### src/rtl/lfsr_pkg.sv
// Shared constants and helpers for the LFSR hex generator.
package lfsr_pkg;

    // Widest LFSR supported; parity helper works on this many bits.
    localparam int unsigned MAX_WIDTH = 32;

    // Active-low seven-segment patterns {g,f,e,d,c,b,a}, indexed by nibble value.
    localparam logic [15:0][6:0] SEG_LUT = {
        7'h0E, 7'h06, 7'h21, 7'h46,  // F E D C
        7'h03, 7'h08, 7'h10, 7'h00,  // B A 9 8
        7'h78, 7'h02, 7'h12, 7'h19,  // 7 6 5 4
        7'h30, 7'h24, 7'h79, 7'h40   // 3 2 1 0
    };

    // Default tap masks for the shift-right Fibonacci form.
    localparam logic [3:0]  TAPS_W4  = 4'h3;
    localparam logic [7:0]  TAPS_W8  = 8'h1D;
    localparam logic [15:0] TAPS_W16 = 16'h002D;
    localparam logic [31:0] TAPS_W32 = 32'h000000C5;

    // XOR of every state bit selected by the tap mask.
    function automatic logic lfsr_parity(input logic [MAX_WIDTH-1:0] s,
                                         input logic [MAX_WIDTH-1:0] mask);
        return ^(s & mask);
    endfunction

endpackage

### src/rtl/hex7seg.sv
// Nibble to active-low seven-segment decoder.
module hex7seg
    import lfsr_pkg::*;
(
    input  logic [3:0] nibble,
    output logic [6:0] seg
);

    // Table lookup; segment order {g,f,e,d,c,b,a}.
    always_comb begin
        seg = SEG_LUT[nibble];
    end

endmodule

### src/rtl/lfsr_hex_gen.sv
// Fibonacci LFSR with run/hold, seed load, period measurement and hex display.
module lfsr_hex_gen
    import lfsr_pkg::*;
#(
    parameter int unsigned      WIDTH = 8,
    parameter logic [WIDTH-1:0] TAPS  = TAPS_W8,
    parameter logic [WIDTH-1:0] SEED  = 1
) (
    input  logic                    clk,
    input  logic                    reset,
    input  logic                    en,
    input  logic                    load,
    input  logic [WIDTH-1:0]        seed_in,
    output logic [WIDTH-1:0]        state,
    output logic [7*(WIDTH/4)-1:0]  hex,
    output logic                    wrap,
    output logic [WIDTH-1:0]        period,
    output logic                    period_valid
);

    localparam int unsigned NDIG = WIDTH / 4;
    localparam logic [WIDTH-1:0] ALL_ONES = '1;
    localparam logic [WIDTH-1:0] ONE      = WIDTH'(1);

    logic [WIDTH-1:0] state_q, state_d;
    logic [WIDTH-1:0] seed_q, seed_d;
    logic [WIDTH-1:0] cnt_q, cnt_d;
    logic [WIDTH-1:0] period_q, period_d;
    logic             valid_q, valid_d;
    logic             wrap_q, wrap_d;

    logic             fb;
    logic [WIDTH-1:0] step_state;
    logic [WIDTH-1:0] load_seed;

    // Feedback bit and the shifted-right successor state.
    always_comb begin
        fb         = lfsr_parity(MAX_WIDTH'(state_q), MAX_WIDTH'(TAPS));
        step_state = {fb, state_q[WIDTH-1:1]};
        // All-zero seed would lock the register up, so substitute 1.
        load_seed  = (seed_in == '0) ? ONE : seed_in;
    end

    // Next-state: load beats step beats hold; reset handled in the register.
    always_comb begin
        state_d  = state_q;
        seed_d   = seed_q;
        cnt_d    = cnt_q;
        period_d = period_q;
        valid_d  = valid_q;
        wrap_d   = 1'b0;
        if (load) begin
            state_d  = load_seed;
            seed_d   = load_seed;
            cnt_d    = '0;
            period_d = '0;
            valid_d  = 1'b0;
        end else if (en) begin
            state_d = step_state;
            if (step_state == seed_q) begin
                wrap_d   = 1'b1;
                period_d = (cnt_q == ALL_ONES) ? ALL_ONES : cnt_q + ONE;
                valid_d  = 1'b1;
                cnt_d    = '0;
            end else begin
                // Saturating guard; unreachable with a maximal tap set.
                cnt_d = (cnt_q == ALL_ONES) ? ALL_ONES : cnt_q + ONE;
            end
        end
    end

    // State registers with synchronous active-high reset.
    always_ff @(posedge clk) begin
        if (reset) begin
            state_q  <= SEED;
            seed_q   <= SEED;
            cnt_q    <= '0;
            period_q <= '0;
            valid_q  <= 1'b0;
            wrap_q   <= 1'b0;
        end else begin
            state_q  <= state_d;
            seed_q   <= seed_d;
            cnt_q    <= cnt_d;
            period_q <= period_d;
            valid_q  <= valid_d;
            wrap_q   <= wrap_d;
        end
    end

    // Drive outputs straight from the registers.
    always_comb begin
        state        = state_q;
        wrap         = wrap_q;
        period       = period_q;
        period_valid = valid_q;
    end

    // One decoder per nibble of the current state.
    for (genvar k = 0; k < NDIG; k++) begin : g_digit
        hex7seg u_hex7seg (
            .nibble (state_q[4*k +: 4]),
            .seg    (hex[7*k +: 7])
        );
    end

endmodule
### config.mk
export PLATFORM = sky130hd
export DESIGN_NAME = lfsr_hex_gen
export DESIGN_NICKNAME = d
export VERILOG_FILES = /design/src/rtl/lfsr_pkg.sv /design/src/rtl/hex7seg.sv /design/src/rtl/lfsr_hex_gen.sv
export SDC_FILE = /design/constraint.sdc
export NUM_CORES = 1
export LEC_CHECK = 0
export ABC_AREA = 1
export BUFFER_PORTS_ARGS = -buffer_cell sky130_fd_sc_hd__buf_2
export CAP_MARGIN = 20
export CORE_UTILIZATION = 50
export CTS_CLUSTER_DIAMETER = 60
export DETAILED_ROUTE_END_ITERATION = 10
export GPL_ROUTABILITY_DRIVEN = 0
export MAX_ROUTING_LAYER = met4
export PLACE_DENSITY = 0.73
export SETUP_SLACK_MARGIN = 0.3
export SLEW_MARGIN = 20
export SYNTH_ARGS = -nofsm -noshare
export SYNTH_HDL_FRONTEND = slang
export SYNTH_SLANG_ARGS = --single-unit
### constraint.sdc
create_clock -name clk -period 2.22 [get_ports clk]
set_input_delay 0.444 -clock clk [delete_from_list [all_inputs] [get_ports clk]]
set_output_delay 0.444 -clock clk [all_outputs]
set_load 0.02 [all_outputs]
======== Word-level counts from Yosys, hierarchy flattened ========
Memories as Yosys holds them, arrays and structs flattened. A register that Yosys moved wholly into a read port is not among the register bits.
Index checks and enable logic that the tools add are counted.
word-level totals
  output and inout port bits .............. 32
  input port bits ......................... 12
  memories kept ........................... 2
  ROM bits ................................ 224
  logic and storage cells ................. 32
  flip-flop bits (word level) ............. 34
operators by class
  muxes and demuxes ....................... 12
  equal/unequal tests ..................... 2
  reductions and logical operators ........ 6
  bitwise logic cells ..................... 1
  $add $sub $neg .......................... 1
  magnitude comparators ................... 2
memory list
  name             depth  bits a word  read ports  clocked after memory_dff  wr ports  line           RTL
  (no name shown)  16     7            1           1                         0         hex7seg.sv:11  seg = SEG_LUT[nibble];
  (no name shown)  16     7            1           1                         0         hex7seg.sv:11
operators with widths
  operator               number
  $mux W8                5
  $reduce_xor A32 Y1     1
  $mux W4                4
  $mux W7                2
  $lt A4 B5 Y1 const B   2
  $add A8 B1 Y8 const B  1
  $eq A8 B8 Y1           1
  $eq A8 B8 Y1 const B   1
  $logic_not A8 Y1       1
  $reduce_or A3 Y1       1
  $reduce_and A2 Y1      1
  $reduce_bool A2 Y1     1
  $reduce_or A2 Y1       1
  $mux W1                1
  $not A1 Y1             1

======== Depth between registers and ports, before layout ========
  depth after elaboration ................. 5
  mapped depth ............................ 12
  gate-level depth less buffers ........... 12

======== By module ========
A second synthesis with hierarchy kept.
unflattened totals
  cell total of the unflattened synthesis .. 363
  area total of the unflattened synthesis .. 2,254.7 µm²
by module, submodules not included
  module        cells each  area an instance (µm²)  seq. area each (µm²)  times used
  lfsr_hex_gen  265         1,706.6                 680.7                 1
  hex7seg       49          274.0                   0.0                   2

======== Least setup slack after synthesis ========
Ideal clock, no wire load.
  path type ............................... input to register
  start point ............................. in en
  end point ............................... reg, netlist name g_digit[1].u_hex7seg.seg[3]
  arrival time ............................ 1.722 ns
  library setup time ...................... 0.058 ns
  slack ................................... 0.440 ns
  stages on the path ...................... 10
  path buffers ............................ 1
  required time ........................... 2.162 ns
  cells stage by stage .................... buf_4 -> nor2_4 -> nand2_1 -> o211ai_1 -> nand2_1 -> ha_1 -> inv_1 -> o21ai_0 -> nand2_1 -> nand2_1
RTL lines
  item             line                RTL
  start, declared  lfsr_hex_gen.sv:11  input logic en,

==> results.sh <==
export IMPL_status="finished, final reports clean"
export IMPL_synthTopCellsByArea="dfxtp_1, nand2_1, ha_1"
export IMPL_period_share_pct=78.8
export IMPL_timing_fmax_mhz=572
export IMPL_finalHoldViolCount=0
export IMPL_synth_cell_types=29
export IMPL_grt_max_degree=17
export IMPL_syn_to_final_growth_pct=14.4
export IMPL_min_path_type="input port to flip-flop"
export IMPL_stdcell_count=488
export IMPL_dp_hpwl_um=4250
export IMPL_timing_rr_start="state[5]"
export IMPL_post_place_ws_ns=0.169
export IMPL_numCtsBuffers=5
export IMPL_path_common_cell="nand2_1"
export IMPL_core_um2=4790
export IMPL_place_inst=481
export IMPL_drt_pass1_iter_count=4
export IMPL_start_kind="input port"
export IMPL_setup_viol=0
export IMPL_arrival_ns=1.94
export IMPL_ctsHoldBuffers=0
export IMPL_grt_use_total_pct=22.8
export IMPL_drv_cap=0
export IMPL_ys_seq_elements=48
export IMPL_initial_core_util_pct=52.4
export IMPL_grt_pass1_wl_um=9090
export IMPL_n_antenna_cell=0
export IMPL_viasPerCell=4.89
export IMPL_row_count=25
export IMPL_max_slew_worst_pin_slew_ns=0.408
export IMPL_syn_avg_cell_area_um2=6.67
export IMPL_grt_pass1_vias=2018
export IMPL_worstHoldStart="seed_in[3]"
export IMPL_drtIter0Drc=128
export IMPL_clk_pin_slew_ns=0.08
export IMPL_n_fill_cell=487
export IMPL_syn_instance_count=376
export IMPL_crit_buf_inv=4
export IMPL_fin_setup_tns_ns=0
export IMPL_grt_overflow_total=0
export IMPL_p_total_uw=1770
export IMPL_synth_top_cell_by_area="dfxtp_1"
export IMPL_vias=2384
export IMPL_synthArstFlopShare_pct=0
export IMPL_antenna_left=0
export IMPL_path_delay_family="simple AND/OR/NAND/NOR gates"
export IMPL_insertion_delay_ns=0.30
export IMPL_peakVddDrop_uv=310
export IMPL_syn_area_um2=2510
export IMPL_drt_met1_wl_um=2650
export IMPL_worstPathRequired_ns=2.41
export IMPL_worst_hold_path_endpoint="seed_q[3]"
export IMPL_synthFlopType="dfxtp_1"
export IMPL_synth_top_area_share_pct=38.3
export IMPL_fin_nets=446
export IMPL_clockRootBuffer="clkbuf_8"
export IMPL_syn_num_nets=401
export IMPL_total_leakage_power_uw=0.00153
export IMPL_top_layer_used="met4"
export IMPL_crit_type="input port to flip-flop"
export IMPL_drive_gt1_share_pct=17.6
export IMPL_routedWlPerCell_um=11.4
export IMPL_yosysWarnings=0
export IMPL_cts_tree="yes"
export IMPL_htree_levels=2
export IMPL_timing_final_ws_setup_ns=0.471
export IMPL_critical_path_max_stage_delay_ns=0.24
export IMPL_crit_slowest_cell="buf_2"
export IMPL_finalCriticalPeriod_ns=1.75
export IMPL_io_buffers=43
export IMPL_worstRegToRegCells=8
export IMPL_slew_violations=0
export IMPL_whs_ns=0.458
export IMPL_cp_end_kind="flip-flop"
export IMPL_fin_skew_ns=0.00358
export IMPL_yosysSeqAreaShare_pct=38.3
export IMPL_io_pins=44
export IMPL_die_y_um=72.8
export IMPL_reg2reg_slack_ns=0.52
export IMPL_wl_met2_um=2690
export IMPL_path_cells="buf_2 -> inv_2 -> nand2_2 -> inv_2 -> nand2_1 -> nand3_1 -> nand2_1 -> inv_1 -> ha_1 -> nand2_1 -> o21ai_1 -> nand2_1 -> o21ai_1"
export IMPL_rsz0062_at_grt="false"
export IMPL_drt_wl_total_um=5580
export IMPL_antenna_found_initial=0
export IMPL_max_slew_margin_pct=72.7
export IMPL_r2r_end="g_digit[1].u_hex7seg.seg[3]"
export IMPL_cts_sinks=48
export IMPL_synth_edf_count=0
export IMPL_holdPathStages=3
export IMPL_dieArea_um2=5300
export IMPL_met3WireLength_um=180
export IMPL_die_width_um=72.8
export IMPL_crit_fanout=12
export IMPL_clock_path_buffers=2
export IMPL_drc_errors=0
export IMPL_power_density_nw_per_um2=616
-- state kept, by name (all words and copies together), names as in the netlist --
name	cells
period	8
period_valid	1
wrap	1
state	8
g_digit.u_hex7seg.seg	14
seed_q	8
cnt_q	8
-- timing repair --
action	4_1_cts	5_1_grt
endpoints found under the setup margin	0	5
gates resized for setup	0	2
setup buffers	0	0
-- Yosys cell counts (3+ instances only) --
library cell,instances
a21oi_1,12
dfxtp_1,48
ha_1,13
inv_1,38
inv_2,12
nand2_1,144
nand2_2,3
nand3_1,23
nor2_1,29
nor2_2,3
o211ai_1,3
o21ai_0,7
o21ai_1,13
o22ai_1,7
-- area by class of cell --
cell class / count / area (um2) / share of cell area (%)
Multi-Input combinational cell: 270 / 1320 / 46.1
Clock buffer: 6 / 72.6 / 2.53
Tap cell: 67 / 83.8 / 2.92
Inverter: 51 / 194 / 6.76
Sequential cell: 48 / 961 / 33.5
Clock inverter: 1 / 5.00 / 0.174
Timing Repair Buffer: 45 / 230 / 8.02
-- through the flow --
stage / cell area [um2] / util (%)
floorplan: 2510 / -
global placement: 2780 / 58.0
detailed placement: 2780 / 58.0
CTS: 2860 / 59.7
global route: 2870 / 59.9
finish: 2870 / 59.9
-- metal layers --
layer	vias up	global-route usage [%]
met5	-	-
met4	0	6.32
met3	5	4.70
met2	41	38.0
met1	1080	27.9
li1	1258	-
-- where the power goes --
| part | internal, uW | switching (uW) |
|---|---|---|
| registers | 909 | 28.8 |
| clock network | 215 | 277 |
| logic | 111 | 226 |
| total | 1230 | 532 |
-- how the worst max path moves through the flow --
stage / start / depth (start not counted) / slack, ns / end
3_5_place_dp: load / 13 / 0.17 / g_digit[0].u_hex7seg.seg[5]
4_1_cts: state[3] / 10 / 0.43 / period[2]
3_3_place_gp: load / 10 / 0.27 / g_digit[1].u_hex7seg.seg[3]
2_1_floorplan: en / 10 / 0.44 / g_digit[1].u_hex7seg.seg[3]
5_1_grt: load / 13 / 0.30 / g_digit[0].u_hex7seg.seg[5]
6_report: load / 13 / 0.47 / g_digit[0].u_hex7seg.seg[5]
-- cell families (layout without fill, tap and decap cells) --
| kind of cell | Yosys count | count (layout) | synth area share [%] |
|---|---|---|---|
| DFF | 48 | 48 | 38.3 |
| xor gates and xnor gates | 4 | 4 | 1.40 |
| AOI/OAI and AO/OA | 47 | 47 | 10.9 |
| buffers and inverters | 58 | 103 | 9.48 |
| and+or+nand+nor | 206 | 206 | 33.4 |
| adders and majority gates | 13 | 13 | 6.49 |
-- cell usage in the layout, fill, tap and decap left out, types with 2 or more instances in the layout --
cell type,count
a21oi_1,12
buf_2,43
buf_4,2
clkbuf_8,5
dfxtp_1,48
ha_1,13
inv_1,38
inv_2,12
nand2_1,144
nand2_2,3
nand3_1,23
nor2_1,29
nor2_2,2
nor2_4,2
o211ai_1,3
o21a_1,2
o21ai_0,7
o21ai_1,13
o22ai_1,7
xnor2_1,2
xor2_1,2
-- tightest hold or removal path, stage by stage --
cell	delay [ns]
buf_2	0.10
nand2_1	0.09
a21oi_1	0.07
Power figures use the tool's default switching activity.
